===== src/rtl/issue_pkg.sv =====
// Shared opcode constants, writeback slot type, scheduler states and decode
// helpers for the dual-issue scoreboard.
package issue_pkg;

    localparam logic [6:0] OP_R      = 7'b0110011;
    localparam logic [6:0] OP_IMM    = 7'b0010011;
    localparam logic [6:0] OP_LOAD   = 7'b0000011;
    localparam logic [6:0] OP_STORE  = 7'b0100011;
    localparam logic [6:0] OP_BRANCH = 7'b1100011;
    localparam logic [6:0] OP_LUI    = 7'b0110111;
    localparam logic [6:0] OP_AUIPC  = 7'b0010111;
    localparam logic [6:0] OP_JAL    = 7'b1101111;
    localparam logic [6:0] OP_JALR   = 7'b1100111;

    typedef struct packed {
        logic       valid;
        logic [4:0] rd;
    } wb_slot_t;

    typedef enum logic [0:0] {
        RUN   = 1'b0,
        DRAIN = 1'b1
    } sched_state_t;

    function automatic logic uses_rs1(input logic [6:0] op);
        logic r;
        case (op)
            OP_LUI, OP_AUIPC, OP_JAL: r = 1'b0;
            default:                  r = 1'b1;
        endcase
        return r;
    endfunction

    // Unknown opcodes fall into the default arm and behave like R-type.
    function automatic logic uses_rs2(input logic [6:0] op);
        logic r;
        case (op)
            OP_IMM, OP_LOAD, OP_LUI, OP_AUIPC, OP_JAL, OP_JALR: r = 1'b0;
            default:                                            r = 1'b1;
        endcase
        return r;
    endfunction

    function automatic logic writes_rd(input logic [6:0] op, input logic [4:0] rd);
        logic r;
        case (op)
            OP_STORE, OP_BRANCH: r = 1'b0;
            default:             r = (rd != 5'd0);
        endcase
        return r;
    endfunction

endpackage


===== src/rtl/dual_issue_scoreboard_chk.sv =====
// Property checker for the scoreboard; the set/clear exclusivity property only
// holds when SCOREBOARD_BYPASS_EN is undefined.
module dual_issue_scoreboard_chk #(
    parameter int NREGS = 32
) (
    input logic             clk,
    input logic             n_rst,
    input logic             issue0,
    input logic             issue1,
    input logic [NREGS-1:0] set_mask,
    input logic [NREGS-1:0] clr_mask,
    input logic [NREGS-1:0] busy_vec
);

    a_in_order: assert property (@(posedge clk) disable iff (!n_rst) issue1 |-> issue0);

    a_x0_idle: assert property (@(posedge clk) disable iff (!n_rst) busy_vec[0] == 1'b0);

`ifndef SCOREBOARD_BYPASS_EN
    a_no_set_clr: assert property (@(posedge clk) disable iff (!n_rst)
        (set_mask & clr_mask) == {NREGS{1'b0}});
`endif

endmodule


===== src/rtl/wb_delay_line.sv =====
// Fixed-latency writeback pipe: LAT stages, each carrying one {valid, rd}
// slot per datapath, plus an indication that no stage holds a valid write.
module wb_delay_line
    import issue_pkg::*;
#(
    parameter int LAT = 2
) (
    input  logic     clk,
    input  logic     n_rst,
    input  wb_slot_t in0,
    input  wb_slot_t in1,
    output wb_slot_t out0,
    output wb_slot_t out1,
    output logic     empty
);

    wb_slot_t line0_r [LAT];
    wb_slot_t line1_r [LAT];
    logic     empty_s;

    // Shift both slot columns one stage per cycle; reset discards in-flight writes.
    always_ff @(posedge clk or negedge n_rst) begin
        if (!n_rst) begin
            for (int i = 0; i < LAT; i++) begin
                line0_r[i] <= {1'b0, 5'd0};
                line1_r[i] <= {1'b0, 5'd0};
            end
        end else begin
            line0_r[0] <= in0;
            line1_r[0] <= in1;
            for (int i = 1; i < LAT; i++) begin
                line0_r[i] <= line0_r[i-1];
                line1_r[i] <= line1_r[i-1];
            end
        end
    end

    // Empty when no stage carries a valid write.
    always_comb begin
        empty_s = 1'b1;
        for (int i = 0; i < LAT; i++) begin
            empty_s = empty_s & ~line0_r[i].valid & ~line1_r[i].valid;
        end
    end

    assign out0  = line0_r[LAT-1];
    assign out1  = line1_r[LAT-1];
    assign empty = empty_s;

endmodule


===== src/rtl/dual_issue_scoreboard.sv =====
// In-order dual-issue scoreboard with flush/drain control.
// Define SCOREBOARD_BYPASS_EN to let a consumer issue in its producer's writeback cycle.
module dual_issue_scoreboard
    import issue_pkg::*;
#(
    parameter int LAT   = 2,
    parameter int NREGS = 32
) (
    input  logic             clk,
    input  logic             n_rst,
    input  logic             ins0_valid,
    input  logic [31:0]      ins0,
    input  logic             ins1_valid,
    input  logic [31:0]      ins1,
    input  logic             flush,
    output logic             issue0,
    output logic             issue1,
    output logic             freeze1,
    output logic             freeze2,
    output logic             wb_en1,
    output logic             wb_en2,
    output logic [4:0]       wb_rd1,
    output logic [4:0]       wb_rd2,
    output logic [NREGS-1:0] busy_vec,
    output logic             idle
);

    logic             valid0_s, valid1_s;
    logic [4:0]       d0_rd_s, d0_rs1_s, d0_rs2_s;
    logic [4:0]       d1_rd_s, d1_rs1_s, d1_rs2_s;
    logic             d0_u1_s, d0_u2_s, d0_w_s;
    logic             d1_u1_s, d1_u2_s, d1_w_s;
    logic             haz0_s, haz1_s, pair_conf_s, can_issue_s;
    logic             issue0_s, issue1_s;
    logic [NREGS-1:0] busy_r, hz_busy_s, set_mask_s, clr_mask_s;
    sched_state_t     state_r, state_nxt_s;
    wb_slot_t         wb_in0_s, wb_in1_s, wb_out0_s, wb_out1_s;
    logic             line_empty_s;
    logic             unused_ins_s;

    // An all-zero word is a queue bubble, never a real instruction.
    assign valid0_s = ins0_valid && (ins0 != 32'd0);
    assign valid1_s = ins1_valid && (ins1 != 32'd0);

    assign d0_rd_s  = ins0[11:7];
    assign d0_rs1_s = ins0[19:15];
    assign d0_rs2_s = ins0[24:20];
    assign d0_u1_s  = uses_rs1(ins0[6:0]);
    assign d0_u2_s  = uses_rs2(ins0[6:0]);
    assign d0_w_s   = writes_rd(ins0[6:0], ins0[11:7]);

    assign d1_rd_s  = ins1[11:7];
    assign d1_rs1_s = ins1[19:15];
    assign d1_rs2_s = ins1[24:20];
    assign d1_u1_s  = uses_rs1(ins1[6:0]);
    assign d1_u2_s  = uses_rs2(ins1[6:0]);
    assign d1_w_s   = writes_rd(ins1[6:0], ins1[11:7]);

    assign unused_ins_s = ^{ins0[31:25], ins0[14:12], ins1[31:25], ins1[14:12]};

`ifdef SCOREBOARD_BYPASS_EN
    assign hz_busy_s = busy_r & ~clr_mask_s;
`else
    assign hz_busy_s = busy_r;
`endif

    assign haz0_s = (d0_u1_s && (d0_rs1_s != 5'd0) && hz_busy_s[d0_rs1_s]) ||
                    (d0_u2_s && (d0_rs2_s != 5'd0) && hz_busy_s[d0_rs2_s]) ||
                    (d0_w_s  && hz_busy_s[d0_rd_s]);
    assign haz1_s = (d1_u1_s && (d1_rs1_s != 5'd0) && hz_busy_s[d1_rs1_s]) ||
                    (d1_u2_s && (d1_rs2_s != 5'd0) && hz_busy_s[d1_rs2_s]) ||
                    (d1_w_s  && hz_busy_s[d1_rd_s]);

    // Slot 1 may not read or rewrite what slot 0 is about to write.
    assign pair_conf_s = d0_w_s && ((d1_u1_s && (d1_rs1_s == d0_rd_s)) ||
                                    (d1_u2_s && (d1_rs2_s == d0_rd_s)) ||
                                    (d1_w_s  && (d1_rd_s  == d0_rd_s)));

    assign can_issue_s = n_rst && (state_r == RUN) && !flush;
    assign issue0_s    = can_issue_s && valid0_s && !haz0_s;
    assign issue1_s    = issue0_s && valid1_s && !haz1_s && !pair_conf_s;

    assign wb_in0_s = {issue0_s && d0_w_s, (issue0_s && d0_w_s) ? d0_rd_s : 5'd0};
    assign wb_in1_s = {issue1_s && d1_w_s, (issue1_s && d1_w_s) ? d1_rd_s : 5'd0};

    wb_delay_line #(.LAT(LAT)) u_wb_line (
        .clk   (clk),
        .n_rst (n_rst),
        .in0   (wb_in0_s),
        .in1   (wb_in1_s),
        .out0  (wb_out0_s),
        .out1  (wb_out1_s),
        .empty (line_empty_s)
    );

    // Per-register set (issuing writes) and clear (retiring writes) masks.
    always_comb begin
        set_mask_s = {NREGS{1'b0}};
        clr_mask_s = {NREGS{1'b0}};
        for (int i = 1; i < NREGS; i++) begin
            set_mask_s[i] = (wb_in0_s.valid && (wb_in0_s.rd == 5'(i))) ||
                            (wb_in1_s.valid && (wb_in1_s.rd == 5'(i)));
            clr_mask_s[i] = (wb_out0_s.valid && (wb_out0_s.rd == 5'(i))) ||
                            (wb_out1_s.valid && (wb_out1_s.rd == 5'(i)));
        end
    end

    // Scoreboard update; a coincident set overrides the clear.
    always_ff @(posedge clk or negedge n_rst) begin
        if (!n_rst) begin
            busy_r <= {NREGS{1'b0}};
        end else begin
            busy_r <= (busy_r & ~clr_mask_s) | set_mask_s;
        end
    end

    // Next-state logic: flush enters DRAIN, an empty pipeline returns to RUN.
    always_comb begin
        state_nxt_s = state_r;
        case (state_r)
            RUN: begin
                if (flush) begin
                    state_nxt_s = DRAIN;
                end else begin
                    state_nxt_s = RUN;
                end
            end
            DRAIN: begin
                if (flush) begin
                    state_nxt_s = DRAIN;
                end else if (!(|busy_r) && line_empty_s) begin
                    state_nxt_s = RUN;
                end else begin
                    state_nxt_s = DRAIN;
                end
            end
            default: state_nxt_s = RUN;
        endcase
    end

    // Scheduler state register.
    always_ff @(posedge clk or negedge n_rst) begin
        if (!n_rst) begin
            state_r <= RUN;
        end else begin
            state_r <= state_nxt_s;
        end
    end

    assign issue0   = issue0_s;
    assign issue1   = issue1_s;
    assign freeze1  = n_rst && valid0_s && !issue0_s;
    assign freeze2  = n_rst && valid1_s && !issue1_s;
    assign wb_en1   = wb_out0_s.valid;
    assign wb_en2   = wb_out1_s.valid;
    assign wb_rd1   = wb_out0_s.rd;
    assign wb_rd2   = wb_out1_s.rd;
    assign busy_vec = busy_r;
    assign idle     = (state_r == RUN) && !(|busy_r) && line_empty_s;

    dual_issue_scoreboard_chk #(.NREGS(NREGS)) u_chk (
        .clk      (clk),
        .n_rst    (n_rst),
        .issue0   (issue0_s),
        .issue1   (issue1_s),
        .set_mask (set_mask_s),
        .clr_mask (clr_mask_s),
        .busy_vec (busy_r)
    );

endmodule


===== config.mk =====
export PLATFORM = sky130hd
export DESIGN_NAME = dual_issue_scoreboard
export DESIGN_NICKNAME = d
export VERILOG_FILES = /design/src/rtl/issue_pkg.sv /design/src/rtl/dual_issue_scoreboard_chk.sv /design/src/rtl/wb_delay_line.sv /design/src/rtl/dual_issue_scoreboard.sv
export SDC_FILE = /design/constraint.sdc
export NUM_CORES = 1
export LEC_CHECK = 0
export CORE_AREA = 2 2 105 107
export DETAILED_ROUTE_END_ITERATION = 8
export DIE_AREA = 0 0 107 109
export PLACE_DENSITY = 0.78
export SLEW_MARGIN = 40
export SYNTH_ARGS = -nofsm -noshare
export SYNTH_HDL_FRONTEND = slang
export SYNTH_HIERARCHICAL = 1
export SYNTH_SLANG_ARGS = --single-unit

===== constraint.sdc =====
create_clock -name clk -period 5.5 [get_ports clk]
set_input_delay 1.375 -clock clk [delete_from_list [all_inputs] [get_ports clk]]
set_output_delay 1.375 -clock clk [all_outputs]
set_load 0.1 [all_outputs]

==> results.py, run 1 <==
metrics = {
    "outcome": {
        "status": "completed",
    },
    "synth": {
        "ys_seq_area_share_pct": 26.6,
        "synth_flop_cell": "dfrtp_1",
        "synth_edf_count": 0,
        "synthTopCellsByArea": "dfrtp_1 (27%), mux4_2 (17%), nand2_1 (6.1%), a21oi_1 (4.4%), nor3_1 (3.3%)",
        "syn-instance-count": 604,
        "synthMostInstantiatedCell": "nand2_1",
        "synth_top_area_share_pct": 26.6,
        "yosys-top-cells-count": "nand2_1 (85), dfrtp_1 (56), a21oi_1 (46), nor2_1 (44), mux4_2 (40)",
        "synth_area_leader_cell": "dfrtp_1",
        "ys_types": 63,
        "ys_seq_elements": 56,
        "async_flop_share_pct": 100,
        "avgSynthCellArea_um2": 8.73,
        "syn-num-nets": 673,
        "netlist_area_um2": 5270,
        "yosys_warnings": 6,
    },
    "clock_network": {
        "clkTransAtPathRegs_ps": 100,
        "cts.root.buffer_cell": "clkbuf_8",
        "cts_tree": "yes",
        "ctsLongestPathBuffers": 2,
        "clk_latency_ps": 320,
        "cts_buffers": 5,
        "clock-sinks": 56,
        "h-tree-depth": 2,
    },
    "critical_path": {
        "endpoint_kind": "primary output",
        "path_class": "input pin to primary output",
        "cp_data_required_time_ps": 4120,
        "crit_arrival_ps": 4010,
        "slowest_delay_ps": 710,
        "crit_slowest_cell": "clkdlybuf4s50_1",
        "path_cells": "clkdlybuf4s50_1 > mux2_2 > and3_1 > a211oi_1 > a2111oi_2 > nor4b_4 > buf_4 > nand3_2 > o21a_2 > buf_12",
        "crit_fanout": 9,
        "setup.worst_path.start_class": "input pin",
    },
    "final_layout": {
        "multi_input_area_um2": 3580,
        "antenna_cells": 0,
        "area_delta_synth_final_pct": 25.8,
        "design_area_um2": 6630,
        "n_fill_cell": 941,
        "final-seq-area_um2": 1400,
        "fin_util_pct": 62.5,
        "fin_nets": 776,
        "drive_gt1_share_pct": 23.4,
        "layoutNonFillerInstCount": 848,
    },
    "die": {
        "rows": 38,
        "io_pins": 118,
        "initial_core_util_pct": 49.7,
        "fp.dieW_um": 107,
        "die_area_um2": 11700,
        "die_y_um": 109,
        "core_area_um2": 10600,
    },
    "sta": {
        "slew-limit-headroom_pct": 51.9,
        "fin_crit_sh_pct": 97.9,
        "min_period_ps": 5380,
        "clock.fmax_mhz": 186,
        "drv_slew": 0,
        "timing.hold.ws_ps": 357,
        "rsz0062_at_grt": "false",
        "final-setup-viol-count": 0,
        "worst_pin_slew_ps": 722,
        "hold_viol_final": 0,
        "skew_ps": 7.38,
        "fin_ws_ps": 117,
    },
    "grt": {
        "grt_pass1_wl_um": 32000,
        "grt-busiest-layer": "met2",
        "grt_max_degree": 57,
        "met1_usage_pct": 48.8,
        "antenna_found_initial": 0,
        "grt_util_all_layers_pct": 37.0,
        "grt_pass1_vias": 5727,
        "overflow": 0,
        "gr-usage-met3_pct": 7.77,
        "met2_usage_pct": 58.5,
    },
    "placed_design": {
        "portBuffers": 116,
        "place.detailed.hpwl_um": 15300,
        "routabilityCongestion": 0.996,
        "numPlacedInstances": 838,
        "place_area_um2": 6460,
        "place_ws_ps": -136,
    },
    "power": {
        "p_leak_nw": 2.73,
        "ir_drop_mv": 0.206,
        "power_density_nw_per_um2": 185,
    },
    "detailed_routing": {
        "routedWlPerCell_um": 25.2,
        "vias": 5763,
        "vias_per_cell": 6.80,
        "drt-pass1-iter-count": 7,
        "totalWireLength_um": 21300,
        "antenna_left": 0,
        "drt_iter0_drc": 653,
        "drc": 0,
    },
    "job": {
        "max_cap_viol_count": 0,
    },
    "hold_path": {
        "hp-class": "register to register",
    },
}
routing by layer:
metal / share of wire, % / up-vias
met5: 0 / -
li1: - / 2476
met3: 12 / 94
met1: 38 / 2747
met4: 5.1 / 0
met2: 44 / 446
critical path, delay by kind of cell:
family / cells / cell delay, ps
buffers and inverters: 3 / 1040
AO/OA/AOI/OAI: 3 / 670
multiplexers: 1 / 390
AND/OR/NAND/NOR: 3 / 530
what timing repair did:
| action | CTS | global route |
|---|---|---|
| hold endpoints to repair | 0 | 0 |
| gates resized for setup | 1 | 8 |
| hold buffers | 0 | 0 |
| endpoints found under the setup margin | 2 | 3 |
| pin swaps | 0 | 0 |
| buffers inserted | 2 | 0 |
layout make-up:
class | instances | share of cell area, %
Inverter | 10 | 0.566
Multi-Input combinational cell | 477 | 54.0
Tap cell | 140 | 2.64
Clock buffer | 5 | 1.04
Sequential cell | 56 | 21.1
Timing Repair Buffer | 157 | 19.9
Clock inverter | 3 | 0.717
stage by stage:
| stage | TNS [ps] | power, W |
|---|---|---|
| after CTS | 0 | 0.00122 |
| after global placement | -71.7 | 0.000948 |
| after global routing | 0 | 0.00127 |
| after floorplan | -1830 | 0.000774 |
| final | 0 | 0.00123 |
| after detailed placement | -170 | 0.000943 |
logic make-up after synthesis:
family | after synthesis | share of synthesized area [%]
xor gates and xnor gates | 15 | 2.49
and+or+nand+nor | 262 | 25.1
other | 1 | 0.0712
buffers and inverters | 71 | 6.27
AOI/OAI and AO/OA | 135 | 17.7
DFF | 56 | 26.6
muxes | 64 | 21.8
sequential cells by signal (all words and copies together) (netlist names):
register / cells
busy_vec: 31
state_r: 1
u_wb_line/line0_r: 6
u_wb_line/line1_r: 6
u_wb_line/out0: 6
u_wb_line/out1: 6
where the power goes:
| part | total, W | switching (W) | internal [W] | leakage (nW) |
|---|---|---|---|---|
| clock | 0.000281 | 0.000144 | 0.000137 | 0.0583 |
| combinational | 0.000462 | 0.000289 | 0.000173 | 1.89 |
| sequential | 0.000485 | 0.0000581 | 0.000427 | 0.775 |
| total | 0.00123 | 0.000491 | 0.000738 | 2.73 |
path summary, 6_finish.rpt:
kind                                      startpoint                 to  slack, ps  cells after the start
worst min register to register  u_wb_line/line0_r[9]  u_wb_line/out0[3]        360                      0
max in group asynchronous                      n_rst       busy_vec[28]       3640                      2
worst min-delay path            u_wb_line/line0_r[9]  u_wb_line/out0[3]        360                      0
worst max-delay path                        ins0[15]            freeze2        120                     10
worst max register to register          busy_vec[22]        busy_vec[4]       1920                     10
min in group asynchronous                      n_rst        busy_vec[9]        890                      1
cell usage in the layout (no fill, tap or decap), types with 17 or more instances in the layout:
cell type         n
nand2_1          85
clkdlybuf4s50_1  62
dfrtp_1          56
a21oi_1          45
buf_2            45
nor2_1           42
mux4_2           40
buf_4            38
nor3_1           35
o31ai_1          20
a31oi_1          18
nor4_1           18
mux2i_1          17
Note: power is estimated with default switching activity, not from simulation.
==> run 2, diff against run 1 <==
--- a/config.mk
+++ b/config.mk
@@ -5,10 +5,10 @@
 export SDC_FILE = /design/constraint.sdc
 export NUM_CORES = 1
 export LEC_CHECK = 0
-export CORE_AREA = 2 2 105 107
+export CORE_AREA = 2 2 111 102
 export DETAILED_ROUTE_END_ITERATION = 8
-export DIE_AREA = 0 0 107 109
-export PLACE_DENSITY = 0.78
+export DIE_AREA = 0 0 113 104
+export PLACE_DENSITY = 0.77
 export SLEW_MARGIN = 40
 export SYNTH_ARGS = -nofsm -noshare
 export SYNTH_HDL_FRONTEND = slang
==> run 2 against run 1 <==
Compared with the run above:
- the flow now finishes with violations (DRC)
- design area up 1.1%
- global-route usage down 0.43 points
- routed wire length up 1.2%
- worst hold slack worse by 6.9 ps
- setup slack worse by 42 ps
- maximum frequency down 0.77%
==> results.py, run 2 (synthesis gave the netlist of run 1 again) <==
metrics = {
    "outcome": {
        "status": "finished with violations",
        "violations": "DRC",
    },
    "sta": {
        "clock.fmax_mhz": 184,
        "worst_pin_slew_ps": 649,
        "final-setup-viol-count": 0,
        "fin_ws_ps": 75.8,
        "fin_crit_sh_pct": 98.6,
        "slew-limit-headroom_pct": 56.6,
        "skew_ps": 11.8,
        "drv_slew": 0,
        "min_period_ps": 5420,
        "hold_viol_final": 0,
    },
    "clock_network": {
        "clkTransAtPathRegs_ps": 70,
        "cts_hold_buf": 0,
        "cts.root.buffer_cell": "clkbuf_16",
        "clock-sinks": 56,
        "cts_buffers": 5,
        "cts_tree": "yes",
        "clk_latency_ps": 300,
        "ctsLongestPathBuffers": 2,
        "h-tree-depth": 2,
    },
    "power": {
        "internal_power_w": 0.000819,
        "power_density_nw_per_um2": 199,
        "p_comb_share_pct": 35.1,
        "swShare_pct": 38.7,
        "clkPwrFrac_pct": 28.3,
        "p_leak_nw": 2.75,
        "ir_drop_mv": 0.174,
        "pwr-share-seq_pct": 36.6,
        "power_switching_w": 0.000516,
        "power.total_w": 0.00134,
    },
    "placed_design": {
        "place_ws_ps": -152,
        "portBuffers": 116,
        "place.detailed.hpwl_um": 15500,
        "routabilityCongestion": 0.988,
        "numPlacedInstances": 829,
    },
    "detailed_routing": {
        "drt-pass1-iter-count": 7,
        "vias": 5747,
        "routedWlPerCell_um": 25.7,
        "vias_per_cell": 6.84,
        "totalWireLength_um": 21600,
        "drt_iter0_drc": 744,
        "drc": 8,
        "antenna_left": 0,
    },
    "grt": {
        "grt_max_degree": 38,
        "grt_util_all_layers_pct": 36.6,
        "overflow": 0,
        "antenna_found_initial": 0,
        "grt_pass1_wl_um": 32600,
        "grt_pass1_vias": 5622,
    },
    "final_layout": {
        "antenna_cells": 0,
        "fin_nets": 775,
        "final_common_cell": "nand2_1",
        "largest_reg_flops": 31,
        "layoutNonFillerInstCount": 840,
        "area_delta_synth_final_pct": 27.1,
        "drive_gt1_share_pct": 23.9,
        "layout_common_cells": "nand2_1 (85), clkdlybuf4s50_1 (63), dfrtp_1 (56)",
    },
    "die": {
        "core_area_um2": 10600,
        "die_y_um": 104,
        "fp.dieW_um": 113,
        "initial_core_util_pct": 49.6,
        "io_pins": 118,
        "die_area_um2": 11800,
        "rows": 36,
    },
    "critical_path": {
        "regToRegSetupSlack_ps": 1910,
        "critPathLaunch": "ins0[17]",
        "rr_startpoint": "busy_vec[23]",
        "slowest_delay_ps": 470,
        "reg2regPathDepth": 7,
        "endpoint_kind": "primary output",
        "setup.worst_path.start_class": "input pin",
        "path_class": "input pin to primary output",
        "crit_fanout": 10,
        "crit_slowest_cell": "clkdlybuf4s50_1",
        "r2r_end": "busy_vec[4]",
        "cp_data_required_time_ps": 4120,
        "path_cells": "clkdlybuf4s50_1 > buf_6 > mux2_2 > a221o_1 > a31oi_4 > a2111oi_4 > nor4b_4 > nand3_2 > o21a_2 > buf_12",
        "crit_arrival_ps": 4050,
    },
    "job": {
        "max_cap_viol_count": 0,
    },
    "hold_path": {
        "min_from": "u_wb_line/line1_r[8]",
        "whs_endpoint": "u_wb_line/out1[2]",
        "hp-class": "register to register",
        "min_path_cells": 0,
    },
}
==> run 2: cell types whose count changed in the layout (fill, tap and decap cells not counted), sizes merged <==
| cell | before | now |
|---|---|---|
| dlymetal6s2s | 4 | 3 |
| inv | 10 | 11 |
| buf | 90 | 89 |
| clkdlybuf4s50 | 62 | 63 |
| clkinv | 2 | 1 |
==> run 2: how the worst max path moves through the flow <==
| stage | slack (ps) | endpoint | cells after the start |
|---|---|---|---|
| 2_1_floorplan | -670 | issue1 | 8 |
| 3_3_place_gp | -80 | freeze2 | 10 |
| 5_1_grt | -20 | freeze2 | 10 |
| 4_1_cts | 20 | freeze2 | 9 |
| 3_5_place_dp | -150 | freeze2 | 10 |
| 6_report | 80 | freeze2 | 10 |
==> run 2: cell type report <==
type	count	area (um2)
Clock buffer	5	125
Inverter	10	37.5
Clock inverter	3	46.3
Tap cell	133	166
Sequential cell	56	1400
Multi-Input combinational cell	477	3620
Timing Repair Buffer	156	1300
Fill cell	913	3930
==> run 2: critical path, delay by kind of cell <==
family | cells | cell delay [ps]
AO/OA/AOI/OAI | 4 | 950
buffers and inverters | 3 | 780
multiplexers | 1 | 340
AND/OR/NAND/NOR | 2 | 590
==> run 2: what timing repair did <==
action,CTS,global route
hold endpoints to repair,0,0
pin swaps,4,3
gates resized for setup,2,13
setup buffers,2,0
endpoints found under the setup margin,2,3
gates cloned,1,0
==> run 2: stage by stage <==
stage / hold slack [ps] / cell area [um2] / utilization [%] / TNS (ps)
after detailed placement: 335 / 6430 / 60.5 / -200
after global placement: 335 / 6660 / 62.6 / -77.8
final: 350 / 6700 / 63.0 / 0
after floorplan: 331 / 5320 / - / -1830
after global routing: 363 / 6700 / 63.0 / -18.0
after CTS: 350 / 6630 / 62.4 / 0
==> run 2: power by group through the flow <==
stage	Clock, W	Combinational, W	Sequential [W]
CTS	0.000378	0.000458	0.000482
finish	0.000378	0.000469	0.000488
floorplan	0	0.000225	0.000549
global route	0.000398	0.000496	0.000486
global placement	0	0.000462	0.000491
detailed placement	0	0.000454	0.000490
==> run 2: routing by layer <==
layer	GRT usage (%)	vias to the layer above	routed length, um
li1	-	2472	-
met1	51.4	2746	8360
met2	53.2	444	9340
met3	10.8	85	2950
met4	14.1	0	943
met5	0	-	0
